<file path="src/rtl/fifo36_demux4.sv">
// Routes 36-bit packet lines (bit 32 SOF, bit 33 EOF) to one of four outputs chosen by header match.
// Define FIFO36_DEMUX4_STATS_EN to add saturating per-channel packet and drop counters.
module fifo36_demux4 #(
    parameter logic [35:0] MATCH0_DATA    = 36'h0,
    parameter logic [35:0] MATCH0_MASK    = 36'h0,
    parameter logic [35:0] MATCH1_DATA    = 36'h0,
    parameter logic [35:0] MATCH1_MASK    = 36'h0,
    parameter logic [35:0] MATCH2_DATA    = 36'h0,
    parameter logic [35:0] MATCH2_MASK    = 36'h0,
    parameter int unsigned DEFAULT_CH     = 3,
    parameter bit          DROP_UNMATCHED = 1'b0
) (
    input  logic        clk,
    input  logic        reset,
    input  logic        clear,
    input  logic [35:0] data_i,
    input  logic        src_rdy_i,
    output logic        dst_rdy_o,
    output logic [35:0] data_o,
    output logic [3:0]  src_rdy_o,
    input  logic [3:0]  dst_rdy_i,
    output logic        busy_o,
    output logic [63:0] pkt_count_o,
    output logic [15:0] drop_count_o
);

    localparam logic [1:0] IDLE  = 2'b00;
    localparam logic [1:0] ROUTE = 2'b01;
    localparam logic [1:0] DROP  = 2'b10;

    localparam logic [1:0] DEFAULT_SEL = DEFAULT_CH[1:0];

    logic [1:0] state_q, state_d;
    logic [1:0] sel_q, sel_d;
    logic       hit0, hit1, hit2;
    logic       lineXfer;

    // A zero mask disables a channel so an unconfigured channel never matches everything.
    always_comb begin
        hit0 = (MATCH0_MASK != 36'h0) && (((data_i ^ MATCH0_DATA) & MATCH0_MASK) == 36'h0);
        hit1 = (MATCH1_MASK != 36'h0) && (((data_i ^ MATCH1_DATA) & MATCH1_MASK) == 36'h0);
        hit2 = (MATCH2_MASK != 36'h0) && (((data_i ^ MATCH2_DATA) & MATCH2_MASK) == 36'h0);
    end

    always_comb begin
        state_d   = state_q;
        sel_d     = sel_q;
        dst_rdy_o = 1'b0;
        src_rdy_o = 4'b0000;
        case (state_q)
            IDLE: begin
                if (src_rdy_i) begin
                    state_d = ROUTE;
                    if (hit0) begin
                        sel_d = 2'd0;
                    end else if (hit1) begin
                        sel_d = 2'd1;
                    end else if (hit2) begin
                        sel_d = 2'd2;
                    end else begin
                        sel_d = DEFAULT_SEL;
                        if (DROP_UNMATCHED) begin
                            state_d = DROP;
                        end
                    end
                end
            end
            ROUTE: begin
                src_rdy_o = {3'b000, src_rdy_i} << sel_q;
                dst_rdy_o = dst_rdy_i[sel_q];
                if (src_rdy_i && dst_rdy_i[sel_q] && data_i[33]) begin
                    state_d = IDLE;
                end
            end
            DROP: begin
                dst_rdy_o = 1'b1;
                if (src_rdy_i && data_i[33]) begin
                    state_d = IDLE;
                end
            end
            default: state_d = IDLE;
        endcase
    end

    always_ff @(posedge clk) begin
        if (reset || clear) begin
            state_q <= IDLE;
            sel_q   <= 2'd0;
        end else begin
            state_q <= state_d;
            sel_q   <= sel_d;
        end
    end

    assign lineXfer = src_rdy_i && dst_rdy_o;
    assign data_o   = data_i;
    assign busy_o   = (state_q != IDLE);

`ifdef FIFO36_DEMUX4_STATS_EN
    logic [3:0][15:0] pkt_cnt_q, pkt_cnt_d;
    logic [15:0]      drop_cnt_q, drop_cnt_d;

    // Counters survive clear so a flush does not lose statistics.
    always_comb begin
        pkt_cnt_d  = pkt_cnt_q;
        drop_cnt_d = drop_cnt_q;
        if (lineXfer && data_i[33]) begin
            if (state_q == ROUTE && pkt_cnt_q[sel_q] != 16'hFFFF) begin
                pkt_cnt_d[sel_q] = pkt_cnt_q[sel_q] + 16'd1;
            end
            if (state_q == DROP && drop_cnt_q != 16'hFFFF) begin
                drop_cnt_d = drop_cnt_q + 16'd1;
            end
        end
    end

    always_ff @(posedge clk) begin
        if (reset) begin
            pkt_cnt_q  <= '0;
            drop_cnt_q <= 16'h0;
        end else begin
            pkt_cnt_q  <= pkt_cnt_d;
            drop_cnt_q <= drop_cnt_d;
        end
    end

    assign pkt_count_o  = pkt_cnt_q;
    assign drop_count_o = drop_cnt_q;
`else
    logic unusedXfer;
    assign unusedXfer   = lineXfer;
    assign pkt_count_o  = 64'h0;
    assign drop_count_o = 16'h0;
`endif

endmodule

</file>
<file path="config.mk">
export PLATFORM = sky130hd
export DESIGN_NAME = fifo36_demux4
export DESIGN_NICKNAME = d
export VERILOG_FILES = /design/src/rtl/fifo36_demux4.sv
export SDC_FILE = /design/constraint.sdc
export NUM_CORES = 1
export LEC_CHECK = 0
export CAP_MARGIN = 15
export CORE_ASPECT_RATIO = 0.8
export CORE_MARGIN = 4
export CORE_UTILIZATION = 22
export CTS_BUF_LIST = sky130_fd_sc_hd__clkbuf_4
export CTS_CLUSTER_DIAMETER = 100
export DETAILED_ROUTE_END_ITERATION = 12
export PLACE_DENSITY_LB_ADDON = 0.12
export REMOVE_ABC_BUFFERS = 1
export SLEW_MARGIN = 0
export SYNTH_ARGS = -nofsm -noshare
export SYNTH_HDL_FRONTEND = slang
export SYNTH_SLANG_ARGS = --single-unit
</file>
<file path="constraint.sdc">
create_clock -name clk -period 1.23 [get_ports clk]
set_input_delay 0.246 -clock clk [delete_from_list [all_inputs] [get_ports clk]]
set_output_delay 0.246 -clock clk [all_outputs]
set_load 0.01 [all_outputs]
</file>
=== Word-level counts from Yosys, hierarchy flattened ===
Index checks and enable logic that the tools add are counted.

* Logic and storage cells: 25
* Register bits after elaboration: 3
* Output and inout port bits: 122
* Input bits: 44

* Reduce and logical (&&, ||, !) cells: 8
* Order comparisons: 1
* Equal/unequal tests: 5
* Shift-type cells: 1
* Mux-type cells: 8

{| class="wikitable"
|+ Operators by type and width
! cell !! count
|-
| 2-bit 2-to-1 mux || 3
|-
| 2-bit != test, second input constant || 3
|-
| 2-bit one-hot mux with 3 select lines || 1
|-
| 4-bit 2-to-1 mux || 1
|-
| 1-bit by 2-bit left shift with 4-bit output || 1
|-
| 1-bit logical AND || 3
|-
| 2-bit by 3-bit less-than comparator with 1-bit output, second input constant || 1
|-
| 3-bit AND reduction || 1
|-
| 1-bit binary-select mux with 2-bit select || 1
|-
| 2-bit by 1-bit equality test with 1-bit output, second input constant || 1
|-
| 2-bit equality test, second input constant || 1
|-
| 2-bit logical NOT || 1
|-
| 1-bit one-hot mux with 2 select lines || 1
|-
| 2-bit AND reduction || 1
|-
| 2-bit nonzero test || 1
|-
| 1-bit logical OR || 1
|-
| 1-bit 2-to-1 mux || 1
|}

=== Depth between registers and ports, before layout ===
Gate-level depths: netlist (run 1).

* Depth after elaboration: 6
* Gate-level depth with buffers: 2
* Depth with buffers taken out: 2

=== Worst setup path before layout (run 1) ===
Ideal clock, no wire load.

* Kind: flip-flop to output port
* From: register sel_q[0]
* To: output dst_rdy_o
* Arrival: 0.788 ns
* Path buffers: 0
* Setup slack: 0.196 ns
* Cell stages (with the launch flop): 3
* Required time: 0.984 ns
* Cells stage by stage: dfxtp_1 > mux2i_1 > and2b_2

* Word-level cells in the longest chain between the ends: 3

{| class="wikitable"
|+ Ends and longest elaborated chain
! element !! line !! RTL
|-
| start: declaration || 34 || <nowiki>logic [1:0] sel_q, sel_d;</nowiki>
|-
| start signal: assignment || 91 || <nowiki>sel_q <= sel_d;</nowiki>
|-
| 1-bit binary-select mux with 2-bit select || 70 || <nowiki>dst_rdy_o = dst_rdy_i[sel_q];</nowiki>
|-
| 1-bit 2-to-1 mux (implied by the code) || 70 ||
|-
| 1-bit one-hot mux with 2 select lines || 50 || <nowiki>case (state_q)</nowiki>
|-
| end: declaration || 18 || <nowiki>output logic dst_rdy_o,</nowiki>
|}

No other way between the ends. The select of a mux whose other input is x is not followed.

=== Final worst setup path (run 1) ===
Ends and elaborated chain as after synthesis.

==> flow_summary.ini, run 1 <==
[logic_synthesis]
synth_top_family_by_area = buffers and inverters
yosys_warnings = 0
synth_compound_area_frac = 0.0175
muxShareOfSynthArea = 0.0100
ys_types = 12
synth_seq_cells = 2
synth_xor_area_frac = 0
synth_simple_gate_area_frac = 0.0363
ys_seq_area_frac = 0.0400
synthAdderAreaFrac = 0
syn_area_um2 = 1000
synthCells = 133
syn_avg_cell_area_um2 = 7.53

[finish]
layout_commonest_cell = conb_1
diodes = 0
final_core_util = 0.154
fin_area_um2 = 658
final_cell_mix = 82 x conb_1, 6 x buf_4, 3 x clkbuf_4, 3 x clkdlybuf4s50_1, 3 x dlygate4sd2_1
n_fill_cell = 493
area_delta_synth_final_pct = -34.3
fin_nets = 162
drive_gt1_frac = 0.164

[global_routing]
grt_pass1_wl_um = 2530
grt.overflow.total = 0
antenna_found_initial = 0
grt_max_degree = 4
grtUsageTotal = 0.0700
grt_pass1_vias = 322

[hold_path]
hp-start = src_rdy_i
hold_end = sel_q[0]$_SDFFE_PP0P_
whs_path_depth = 3
hold_class = in -> reg

[route]
drt-initial-drc-count = 0
firstDrtPassIters = 1
drt_wl_total_um = 2340
viasPerCell = 2.63
wl_per_cell_um = 13.5
ant_nets = 0
drc_errors = 0
vias = 455

[floorplan]
rows = 21
die_height_um = 68.3
coreArea_um2 = 4280
pin_count = 166
initial_core_util = 0.234
dieArea_um2 = 5700
die_width_um = 83.4

[placed_design]
post_dp_cell_area_um2 = 638
place_hpwl_um = 2080
gp_congestion = 0.572
port_buffers = 11

[sta]
hold_violations = 0
finalClockSkew_ps = 3.31
fin_tns_setup_ps = -144
final.period_utilization = 1.12
slew_viol_final = 0
setup_viol = 1
max_freq_mhz = 728
period_needed_ps = 1370
grt_setup_unrepaired = yes
setup_slack_ps = -144

[worst_setup_path]
cp.arrival_ps = 1130
worstRegToRegCells = 4
cp.required_ps = 980
crit_fanout = 2
timing.rr.end = state_q[0]$_SDFFE_PP0P_
worstSetupStartpointType = flip-flop
r2r_start = sel_q[0]$_SDFFE_PP0P_
worst-r2r-setup-slack_ps = 150
crit_start = sel_q[0]$_SDFFE_PP0P_
crit_path_end_kind = primary output
critPathKind = reg -> out

[clocking]
cts_buffers = 3
max-clock-path-buffers = 2
path_clk_slew_ps = 30
h-tree-depth = 1
clk_latency_ps = 230
clkSinkCount = 2
cts_tree = yes
clock-root-buffer = clkbuf_4

[pwr]
vdd_drop_max_uv = 335
leakagePower_nw = 0.414
power.total_w = 0.000395
p_per_area_nw_per_um2 = 600

[status]
violations = negative setup slack
status = complete, but fails checks

[job]
maxCapViolCount = 0
critical path, cell delays in order, from the launching register on:
cell	delay, ps
dfxtp_2	330
mux2i_1	210
and2b_2	240
buf_6	120
kinds of logic after synthesis:
logic type,after synthesis
mux,1
simple gates,7
buf+inv,120
other cells,1
compound gates,2
flops,2
state kept, by name (all words and copies together), names as in the netlist:
signal / cells
sel_q: 1
state_q: 1
Yosys cell counts:
library cell	n	area, µm²
a21boi_0	1	7.51
buf_4	118	886
nand2_1	1	3.75
nor2_1	3	11.3
mux2i_1	1	10.0
o311a_1	1	10.0
conb_1	1	3.75
inv_1	2	7.51
nand2b_1	1	6.26
or2_2	1	6.26
dfxtp_1	2	40.0
and2b_2	1	8.76
metrics by stage:
stage,hold slack [ps],instances,worst slack (ps)
after global routing,492,173,-192
final,484,173,-144
after global placement,492,169,-574
after detailed placement,492,169,-580
after floorplan,406,96,196
after CTS,485,173,-170
power breakdown:
| part | internal, W | switching [W] |
|---|---|---|
| Clock | 0.000108 | 0.0000388 |
| Sequential | 0.0000694 | 0.00000273 |
| Combinational | 0.0000393 | 0.000137 |
area by class of cell:
| class | instances | area (µm²) | area share |
|---|---|---|---|
| inverters | 2 | 7.51 | 0.0114 |
| well taps | 57 | 71.3 | 0.108 |
| repair buffers | 17 | 138 | 0.209 |
| clock buffers | 3 | 22.5 | 0.0342 |
| flip-flops and latches | 2 | 42.5 | 0.0646 |
| multi-input cells | 92 | 377 | 0.572 |
metal layers:
metal  up-vias  GRT usage  wire length (µm)
met5         -          0                 0
met4         0     0.0120                 0
met3         0      0.119               791
met2       100     0.0490               715
met1       187     0.0819               836
li1        168          -                 -
what timing repair did:
action,4_1_cts,5_1_grt
cloned,0,0
hold buffers,0,0
buffers inserted,1,0
pin swaps,1,0
gates resized for setup,22,3
setup endpoints to repair,5,5
worst max path at each step:
stage / end / slack (ps) / cells after the start
2_1_floorplan: dst_rdy_o / 200 / 2
3_3_place_gp: dst_rdy_o / -570 / 4
3_5_place_dp: dst_rdy_o / -580 / 4
4_1_cts: dst_rdy_o / -170 / 3
5_1_grt: dst_rdy_o / -190 / 3
6_report: dst_rdy_o / -140 / 3
No activity file was read; power rests on OpenSTA's default activity.
==> run 2: changes to the inputs <==
- CTS_CLUSTER_DIAMETER: 100 -> 80
- GPL_TIMING_DRIVEN: default -> 0
==> run 2 against run 1 <==
The run still ends with negative setup slack left. Design area shrank 4.6%. Combinational power is 5% lower. Power down 1.3%. Fmax shrank 2.1%. Worst setup slack worse by 30 ps. Worst hold slack got worse by 23 ps. Die area unchanged. Sequential cell count is the same. Via count shrank 5.5%. Clock skew hardly changed. Sequential power about the same. Clock power increased by 3%. Critical endpoint unchanged. Highest routed layer is now met4.
==> flow_summary.ini, run 2 (synthesis results as in run 1) <==
[floorplan]
pin_count = 166
coreArea_um2 = 4280
die_height_um = 68.3
dieArea_um2 = 5700
rows = 21
initial_core_util = 0.234
die_width_um = 83.4

[hold_path]
hold_class = in -> reg

[clocking]
clk_latency_ps = 230
cts_hold_buf = 0
clkSinkCount = 2
cts_tree = yes
clock-root-buffer = clkbuf_4
path_clk_slew_ps = 30
cts_buffers = 3
h-tree-depth = 1
max-clock-path-buffers = 2

[global_routing]
grt.overflow.total = 0
grt_pass1_vias = 305
grt_pass1_wl_um = 2480
grt_max_degree = 6
grtUsageTotal = 0.0703
antenna_found_initial = 0

[pwr]
leakagePower_nw = 0.410
vdd_drop_max_uv = 307
p_per_area_nw_per_um2 = 620
power.total_w = 0.000389

[job]
maxCapViolCount = 0

[route]
firstDrtPassIters = 4
drc_errors = 0
ant_nets = 0
viasPerCell = 2.54
vias = 430
drt_wl_total_um = 2320
wl_per_cell_um = 13.7
drt-initial-drc-count = 5

[finish]
diodes = 0
reg_top3 = sel_q x1, state_q x1
layout_commonest_cell = conb_1
area_delta_synth_final_pct = -37.3
final_core_util = 0.147
final_cell_mix = 82 x conb_1, 3 x nor2_1, 3 x clkbuf_4, 3 x clkdlybuf4s50_1, 3 x dlygate4sd2_1
drive_gt1_frac = 0.116
fin_nets = 158

[sta]
fin_tns_setup_ps = -174
hold_violations = 0
slew_viol_final = 0
setup_slack_ps = -174
final.period_utilization = 1.14
grt_setup_unrepaired = yes
finalClockSkew_ps = 3.45
max_freq_mhz = 712
period_needed_ps = 1400
setup_viol = 1

[worst_setup_path]
critPathKind = reg -> out
crit_fanout = 2
crit_path_end_kind = primary output
cp.required_ps = 980
cp.arrival_ps = 1160
worstSetupStartpointType = flip-flop

[placed_design]
port_buffers = 11
placement.setup.worst_slack_ps = -594
place_hpwl_um = 2060
gp_congestion = 0.575

[status]
violations = negative setup slack
status = complete, but fails checks
[run 2: cell count changes in the layout (fill, tap and decap cells not counted), sizes merged]
| cell | change |
|---|---|
| clkdlybuf4s15 | -1 |
| dlymetal6s2s | +1 |
| buf | -4 |
[run 2: worst max-delay path, cell delays in order, from the launching register on]
cell and delay (ps):
dfxtp_2 330, mux2i_2 230, and2b_2 250, buf_6 120
[run 2: area by class of cell]
type,instances,area [µm²]
Fill cell,487,3650
Multi-Input combinational cell,92,375
Timing Repair Buffer,13,110
Tap cell,57,71.3
Sequential cell,2,41.3
Clock buffer,3,22.5
Inverter,2,7.51
[run 2: through the flow]
step / area (µm²) / cells / hold slack, ps
after CTS: 631 / 169 / 462
after floorplan: 419 / 96 / 406
final: 628 / 169 / 462
after global routing: 628 / 169 / 491
after global placement: 601 / 164 / 492
after detailed placement: 601 / 164 / 492
[run 2: worst paths after layout]
kind / from / end / slack, ps / depth (start not counted)
hold / removal: src_rdy_i / sel_q[0]$_SDFFE_PP0P_ / 460 / 3
setup reg to reg: sel_q[0]$_SDFFE_PP0P_ / state_q[0]$_SDFFE_PP0P_ / 240 / 3
setup / recovery: sel_q[0]$_SDFFE_PP0P_ / dst_rdy_o / -170 / 3
hold reg to reg: state_q[0]$_SDFFE_PP0P_ / sel_q[0]$_SDFFE_PP0P_ / 570 / 2
[run 2: power breakdown]
part           internal [W]   total, W  switching [W]
Combinational     0.0000330   0.000168       0.000134
Clock              0.000108   0.000150      0.0000421
Sequential        0.0000690  0.0000718     0.00000277
[run 2: layer usage]
layer,track usage,share of wire,vias up
li1,-,-,161
met4,0.0181,0.0052,0
met2,0.0410,0.28,101
met3,0.126,0.36,2
met1,0.0819,0.36,166
met5,0,0,-
[run 2: what timing repair did]
action / CTS / global route
gates cloned: 0 / 0
setup endpoints to repair: 5 / 5
setup buffers: 2 / 0
pin swaps: 0 / 0
resized for setup: 20 / 2
==> run 3: changes to the inputs <==
- CORE_AREA: default -> 4 4 63 65
- CORE_ASPECT_RATIO: 0.8 -> default
- CORE_MARGIN: 4 -> default
- CORE_UTILIZATION: 22 -> default
- DIE_AREA: default -> 0 0 67 69
- DONT_BUFFER_PORTS: default -> 1
- TNS_END_PERCENT: default -> 100
==> run 3 against run 2 <==
The flow still finishes with violations (negative setup slack). First-iteration DRC count increased to 2.6 times the previous value. Critical path depth is 1 lower. Cell count down 13%. Fmax rose by 12%. Die area decreased by 19%. Power fell by 8.3%. Clock skew decreased by 2.6 ps. Worst setup slack gained 150 ps. Combinational power decreased by 16%. Largest cell class unchanged. Highest routed layer unchanged.
==> flow_summary.ini, run 3 (synthesis results as in run 1) <==
[route]
wl_per_cell_um = 16.8
drt-initial-drc-count = 13
drt_wl_total_um = 2470
drc_errors = 0
viasPerCell = 2.90
vias = 427
firstDrtPassIters = 2
ant_nets = 0

[global_routing]
grtUsageTotal = 0.0975
grt_pass1_vias = 350
grt_max_degree = 6
grt_pass1_wl_um = 2900
antenna_found_initial = 0
grt.overflow.total = 0

[worst_setup_path]
r2r_start = sel_q[0]$_SDFFE_PP0P_
cp.required_ps = 980
worstSetupStartpointType = flip-flop
critPathKind = reg -> out
slowest_delay_ps = 330
crit_start = sel_q[0]$_SDFFE_PP0P_
cp.arrival_ps = 1010
cp_slowest_cell = dfxtp_2
crit_path_end_kind = primary output
crit_fanout = 2
worstPathCellList = mux2i_1 > and2b_2

[status]
status = complete, but fails checks
violations = negative setup slack

[sta]
hold_violations = 0
period_needed_ps = 1260
setup_slack_ps = -25.6
finalClockSkew_ps = 0.815
grt_setup_unrepaired = yes
setup_viol = 1
final.period_utilization = 1.02
max_freq_mhz = 796
slew_viol_final = 0

[finish]
drive_gt1_frac = 0.109
layout_commonest_cell = conb_1
fin_nets = 147
area_delta_synth_final_pct = -47.9
diodes = 0
fin_cells = 147
final_cell_mix = 82 x conb_1, 3 x clkbuf_4
reg_top3 = sel_q x1, state_q x1

[placed_design]
port_buffers = 0
gp_congestion = 0.553
place_hpwl_um = 2060
place_inst = 142

[hold_path]
hp-start = src_rdy_i
hold_class = in -> reg

[clocking]
path_clk_slew_ps = 30
cts_buffers = 3
max-clock-path-buffers = 2
cts_hold_buf = 0
clock-root-buffer = clkbuf_4
clk_latency_ps = 220
clkSinkCount = 2
cts_tree = yes
h-tree-depth = 1

[pwr]
vdd_drop_max_uv = 153
power.total_w = 0.000357
p_per_area_nw_per_um2 = 684
leakagePower_nw = 0.340

[job]
maxCapViolCount = 0

[floorplan]
die_height_um = 69
dieArea_um2 = 4620
initial_core_util = 0.300
pin_count = 166
die_width_um = 67
rows = 21
coreArea_um2 = 3340
[run 3: cell types whose count changed in the layout (fill, tap and decap cells not counted), sizes merged]
| cell | delta |
|---|---|
| clkdlybuf4s50 | -3 |
| dlymetal6s2s | -1 |
| clkbuf | -1 |
| dlygate4sd2 | -3 |
| buf | -3 |
[run 3: cell type report]
| type | instances | area (µm²) |
|---|---|---|
| clock buffers | 3 | 22.5 |
| fillers | 382 | 2820 |
| inverters | 2 | 7.51 |
| multi-input cells | 92 | 377 |
| flip-flops and latches | 2 | 42.5 |
| well taps | 46 | 57.6 |
| repair buffers | 2 | 15.0 |
[run 3: final timing paths]
check,to,slack [ps],cells after the start
setup / recovery,dst_rdy_o,-30,2
hold / removal,sel_q[0]$_SDFFE_PP0P_,190,2
setup reg to reg,state_q[0]$_SDFFE_PP0P_,270,3
hold reg to reg,sel_q[0]$_SDFFE_PP0P_,610,2
[run 3: layer usage]
layer	vias up	track usage	wire length, µm
met3	6	0.161	1040
met5	-	0.0375	0
met1	164	0.0960	702
met2	120	0.0906	700
met4	0	0.0383	26
li1	137	-	-
[run 3: critical path, delay by kind of cell, from the launching register on]
kind / cells / cell delay (ps)
AND/OR/NAND/NOR: 1 / 260
flip-flops: 1 / 330
multiplexers: 1 / 200
[run 3: metrics by stage]
step | instance area (µm²) | utilization | hold slack (ps) | setup WS (ps) | TNS [ps]
floorplan | 419 | - | 406 | 196 | 0
global placement | 477 | 0.143 | 429 | 126 | 0
detailed placement | 477 | 0.143 | 428 | 143 | 0
CTS | 522 | 0.156 | 182 | -39.1 | -39.1
global route | 522 | 0.156 | 201 | -98.9 | -98.9
finish | 522 | 0.156 | 191 | -25.6 | -25.6
[run 3: power by group]
part | internal [W] | switching [W] | leakage, nW | total, W
clock network | 0.000107 | 0.0000354 | 0.0138 | 0.000143
registers | 0.0000694 | 0.00000406 | 0.0172 | 0.0000734
logic | 0.0000131 | 0.000127 | 0.309 | 0.000141
[run 3: timing repair]
| item | in CTS | in global routing |
|---|---|---|
| endpoints found under the hold margin | 0 | 0 |
| buffers inserted | 2 | 0 |
| setup endpoints to repair | 3 | 1 |
| resized for setup | 4 | 0 |
